<file path="src/rtl/pixel_writer.sv">
// Pixel stream sink: clips painter coordinates, buffers linear framebuffer writes in a
// small FIFO and drains them to a ready-gated BRAM write port; also runs a full-frame clear.
module pixel_writer #(
  parameter int H_RES       = 1280,
  parameter int V_RES       = 720,
  parameter int ADDR_WIDTH  = 20,
  parameter int COLOR_WIDTH = 16,
  parameter int FIFO_DEPTH  = 8
) (
  input  logic                   clk_in,
  input  logic                   rst_in,
  input  logic [10:0]            hcount_in,
  input  logic [9:0]             vcount_in,
  input  logic                   data_valid_in,
  input  logic [COLOR_WIDTH-1:0] color_in,
  input  logic                   clear_in,
  input  logic [COLOR_WIDTH-1:0] clear_color_in,
  input  logic                   mem_ready_in,
  output logic [ADDR_WIDTH-1:0]  mem_addr_out,
  output logic [COLOR_WIDTH-1:0] mem_data_out,
  output logic                   mem_we_out,
  output logic                   busy_out,
  output logic                   overflow_out,
  output logic [15:0]            dropped_count_out
);

  localparam int PTR_W = $clog2(FIFO_DEPTH);
  localparam int ENTRY_W = ADDR_WIDTH + COLOR_WIDTH;
  localparam logic [10:0] H_LIM = 11'(H_RES);
  localparam logic [9:0] V_LIM = 10'(V_RES);
  localparam logic [ADDR_WIDTH:0] CLEAR_END = (ADDR_WIDTH+1)'(H_RES * V_RES);
  localparam logic [PTR_W:0] FIFO_FULL = (PTR_W+1)'(FIFO_DEPTH);

  typedef enum logic [1:0] {
    IDLE  = 2'd0,
    DRAIN = 2'd1,
    CLEAR = 2'd2
  } state_t;

  state_t                 state;
  logic                   stage_valid;
  logic [ENTRY_W-1:0]     stage_entry;
  logic [ENTRY_W-1:0]     fifo_mem [FIFO_DEPTH];
  logic [PTR_W-1:0]       wr_ptr;
  logic [PTR_W-1:0]       rd_ptr;
  logic [PTR_W:0]         fifo_count;
  logic [ADDR_WIDTH:0]    clear_addr;
  logic [COLOR_WIDTH-1:0] clear_color;

  logic                  in_frame;
  logic [ADDR_WIDTH-1:0] pixel_addr;
  logic                  fifo_empty;
  logic                  fifo_full;
  logic                  pop;
  logic                  push;
  logic                  stage_free;
  logic                  capture;
  logic                  lost;
  logic                  drop;

  always_comb begin
    in_frame   = (hcount_in < H_LIM) && (vcount_in < V_LIM);
    pixel_addr = ADDR_WIDTH'(vcount_in) * ADDR_WIDTH'(H_RES) + ADDR_WIDTH'(hcount_in);
    fifo_empty = (fifo_count == '0);
    fifo_full  = (fifo_count == FIFO_FULL);
    pop        = !fifo_empty && mem_ready_in && (state != CLEAR);
    // The stage register only advances when the FIFO can take it, so a full FIFO
    // parks one extra pixel in the stage and sheds the newer arrivals instead.
    push       = stage_valid && (!fifo_full || pop);
    stage_free = !stage_valid || push;
    capture    = (state == IDLE) && data_valid_in && in_frame && stage_free;
    lost       = (state == IDLE) && data_valid_in && in_frame && !stage_free;
    drop       = data_valid_in && ((state != IDLE) || !in_frame || !stage_free);
  end

  assign busy_out = (state != IDLE);

  always_ff @(posedge clk_in) begin
    if (push) fifo_mem[wr_ptr] <= stage_entry;
  end

  always_ff @(posedge clk_in or negedge rst_in) begin
    if (!rst_in) begin
      state             <= IDLE;
      stage_valid       <= 1'b0;
      stage_entry       <= '0;
      wr_ptr            <= '0;
      rd_ptr            <= '0;
      fifo_count        <= '0;
      clear_addr        <= '0;
      clear_color       <= '0;
      mem_addr_out      <= '0;
      mem_data_out      <= '0;
      mem_we_out        <= 1'b0;
      overflow_out      <= 1'b0;
      dropped_count_out <= '0;
    end else begin
      if (capture) begin
        stage_valid <= 1'b1;
        stage_entry <= {pixel_addr, color_in};
      end else if (push) begin
        stage_valid <= 1'b0;
      end

      if (push) wr_ptr <= wr_ptr + 1'b1;
      if (pop)  rd_ptr <= rd_ptr + 1'b1;
      case ({push, pop})
        2'b10:   fifo_count <= fifo_count + 1'b1;
        2'b01:   fifo_count <= fifo_count - 1'b1;
        default: fifo_count <= fifo_count;
      endcase

      if (lost) overflow_out <= 1'b1;
      if (drop && dropped_count_out != 16'hFFFF) dropped_count_out <= dropped_count_out + 1'b1;

      mem_we_out <= 1'b0;
      if (state == CLEAR) begin
        if (clear_addr != CLEAR_END && mem_ready_in) begin
          mem_addr_out <= clear_addr[ADDR_WIDTH-1:0];
          mem_data_out <= clear_color;
          mem_we_out   <= 1'b1;
          clear_addr   <= clear_addr + 1'b1;
        end
      end else if (pop) begin
        {mem_addr_out, mem_data_out} <= fifo_mem[rd_ptr];
        mem_we_out <= 1'b1;
      end

      case (state)
        IDLE: begin
          if (clear_in) begin
            clear_color <= clear_color_in;
            clear_addr  <= '0;
            if (!stage_valid && fifo_empty && !capture) state <= CLEAR;
            else                                        state <= DRAIN;
          end
        end
        DRAIN: begin
          if (!stage_valid && fifo_empty) state <= CLEAR;
        end
        CLEAR: begin
          // One idle cycle past the last address keeps busy high alongside the final strobe.
          if (clear_addr == CLEAR_END) state <= IDLE;
        end
        default: state <= IDLE;
      endcase
    end
  end

endmodule

</file>
<file path="config.mk">
export PLATFORM = sky130hd
export DESIGN_NAME = pixel_writer
export DESIGN_NICKNAME = d
export VERILOG_FILES = /design/src/rtl/pixel_writer.sv
export SDC_FILE = /design/constraint.sdc
export NUM_CORES = 1
export LEC_CHECK = 0
export ABC_AREA = 1
export BUFFER_PORTS_ARGS = -buffer_cell sky130_fd_sc_hd__buf_2
export CAP_MARGIN = 25
export CORE_AREA = 2 2 251 154
export CTS_BUF_LIST = sky130_fd_sc_hd__clkbuf_16
export CTS_CLUSTER_DIAMETER = 80
export DETAILED_ROUTE_END_ITERATION = 16
export DIE_AREA = 0 0 253 156
export GPL_TIMING_DRIVEN = 0
export PLACE_DENSITY = 0.67
export SLEW_MARGIN = 10
export SYNTH_ARGS = -nofsm -noshare
export SYNTH_HDL_FRONTEND = slang
export SYNTH_SLANG_ARGS = --single-unit
</file>
<file path="constraint.sdc">
create_clock -name clk_in -period 5.85 [get_ports clk_in]
set_input_delay 0.8775 -clock clk_in [delete_from_list [all_inputs] [get_ports clk_in]]
set_output_delay 0.8775 -clock clk_in [all_outputs]
set_load 0.1 [all_outputs]
</file>
==> reports/metrics.yaml <==
outcome: "finished, final reports clean"
rsz0062_at_grt: "false"
clk_latency_ns: 0.56
hold_buffers: 0
ys_types: 38
critPathKind: "reg -> out"
fmax_mhz: 358
drt_iter0_drc: 1705
firstDrtPassIters: 6
multiInputGateArea_mm2: 0.00571
hold_path.class: "in -> async"
ant_nets: 0
fill_cells: 3110
wire_per_inst_um: 21.2
synthesis.area_mm2: 0.0184
synth_cells: 1722
synth.most_common_cell: "nand2_1"
synthToLayoutAreaGrowth_pct: 15.8
critPathLaunchType: "register"
first_global_vias: 13000
coreArea_mm2: 0.0372
cp_max_fo: 10
dpl.cell_count: 2330
dp_slack_ns: 2.62
cts_tree: "built"
async_reset_ff_frac: 0.327
synth_warnings: 0
io_pins: 113
ys_seq_elements: 428
overflow: 0
hold_viol_final: 0
synth_edf_count: 288
clkTransAtPathRegs_ns: 0.07
synth_area_leaders: "edfxtp_1 47%, dfrtp_1 19%, nand2_1 8.1%"
cts_sinks: 428
stdcell_count: 2406
hpwl_um: 35800
cts_made_buffers: 41
slew_headroom: 0.317
setup_ws_ns: 3.06
maxCapViolCount: 0
seq_area_mm2: 0.0122
slew_violations: 0
cts_max_level: 2
avgSynthCellArea_um2: 10.7
vias_per_cell: 5.70
grt_usage: 0.262
drc: 0
dr_total_vias: 13700
syn_nets: 1810
grt_max_degree: 76
fin_skew_ns: 0.0199
routed_wl_um: 51100
diodes: 0
die_width_um: 253
synth_ff_type: "edfxtp_1"
initial_core_util: 0.496
ir_worst_vdd_mv: 0.206
fin_crit_ns: 2.79
cts_root_buffer: "clkbuf_16"
cts_setup_buffers: 0
antenna_found_initial: 0
worstPathRequired_ns: 4.97
dieArea_mm2: 0.0395
arrival_ns: 1.91
power.density_mw_per_mm2: 546
yosysSeqAreaShare: 0.659
setup_viol: 0
portBuffers: 112
tightest_slew_ns: 1.02
leakage_nw: 8.37
yosysTopAreaCell: "edfxtp_1"
fin_crit_sh: 0.477
drive_gt1_frac: 0.122
cts.repair.resized: 0
synthTopCellsByCount: "396 x nand2_1, 288 x edfxtp_1, 258 x nor2_1"
total_power_mw: 11.7
tns_ns: 0
grt_pass1_wl_um: 77800
clk_path_buf_depth: 3
rows: 55
gp_congestion: 0.931
endpoint_kind: "primary output"
fin_hold_ws_ns: 0.303
die_h_um: 156
nNetsFinal: 1977
synth_top_area_frac: 0.469
==> logic make-up after synthesis <==
logic type | synth area share
adder cells (fa/ha/maj) | 0.0216
flip-flops | 0.659
AND/OR/NAND/NOR | 0.162
AO/OA/AOI/OAI | 0.107
XOR/XNOR | 0.0157
buffers and inverters | 0.0350
==> placed cells by master, fill, tap and decap left out, types with 8 or more instances in the layout <==
master,count
xnor2_1,10
nand2_1,396
clkinv_1,14
clkbuf_16,42
o221ai_1,36
nand4_1,17
o21ai_0,167
o211ai_1,36
ha_1,27
nor3_1,8
dfrtp_1,140
o22ai_1,36
nor2_4,8
nor2_1,250
nand3_1,56
a31oi_1,38
clkbuf_1,54
xor2_1,23
buf_2,135
buf_16,10
inv_1,70
edfxtp_1,288
==> metal layers <==
metal  vias up  wire length [µm]  global-route usage
met5         -                 0                   0
met4         0               971              0.0606
met3        65              5210              0.0566
met2       653             21300               0.373
met1      6617             23600               0.408
li1       6382                 -                   -
==> per-stage QoR <==
stage               area, µm²   util
floorplan               18400      -
global placement        19600  0.528
detailed placement      20000  0.538
CTS                     21400  0.575
global route            21400  0.575
finish                  21400  0.575
==> state kept, by name, indices dropped and copies added (netlist names) <==
signal	cells
state	2
overflow_out	1
dropped_count_out	16
clear_color	16
stage_entry	36
fifo_count	4
mem_addr_out	20
wr_ptr	3
rd_ptr	3
fifo_mem	288
mem_we_out	1
mem_data_out	16
stage_valid	1
clear_addr	21
==> where the power goes <==
| group | switching (mW) | leakage [nW] | internal, mW |
|---|---|---|---|
| Combinational | 3.39 | 3.34 | 1.03 |
| Sequential | 0.534 | 4.35 | 4.00 |
| Clock | 1.17 | 0.684 | 1.54 |
| Total | 5.10 | 8.37 | 6.57 |
==> critical path, cell delays in order, from the launching register on <==
cell and delay, ns:
dfrtp_1 0.43, nor2_1 0.11, inv_1 0.10, buf_2 0.24, buf_2 0.47
==> area by class of cell <==
| class | count | area share |
|---|---|---|
| clock inverters | 34 | 0.0145 |
| plain buffers | 87 | 0.0179 |
| multi-input cells | 1137 | 0.267 |
| inverters | 70 | 0.0123 |
| repair buffers | 124 | 0.0415 |
| flip-flops and latches | 428 | 0.569 |
| clock buffers | 42 | 0.0492 |
| well taps | 484 | 0.0284 |
==> final timing paths <==
path	from	to	slack (ns)	depth (start not counted)
worst max-delay path	state[1]	busy_out	3.06	4
worst min-delay path	rst_in	clear_addr[4]	0.30	1
worst max register to register	state[0]	fifo_mem[6][18]	3.06	8
worst min register to register	overflow_out	overflow_out	0.45	1
max in group asynchronous	rst_in	stage_entry[34]	4.74	2
min in group clk_in	overflow_out	overflow_out	0.45	1
Note: power is estimated with default switching activity, not from simulation.
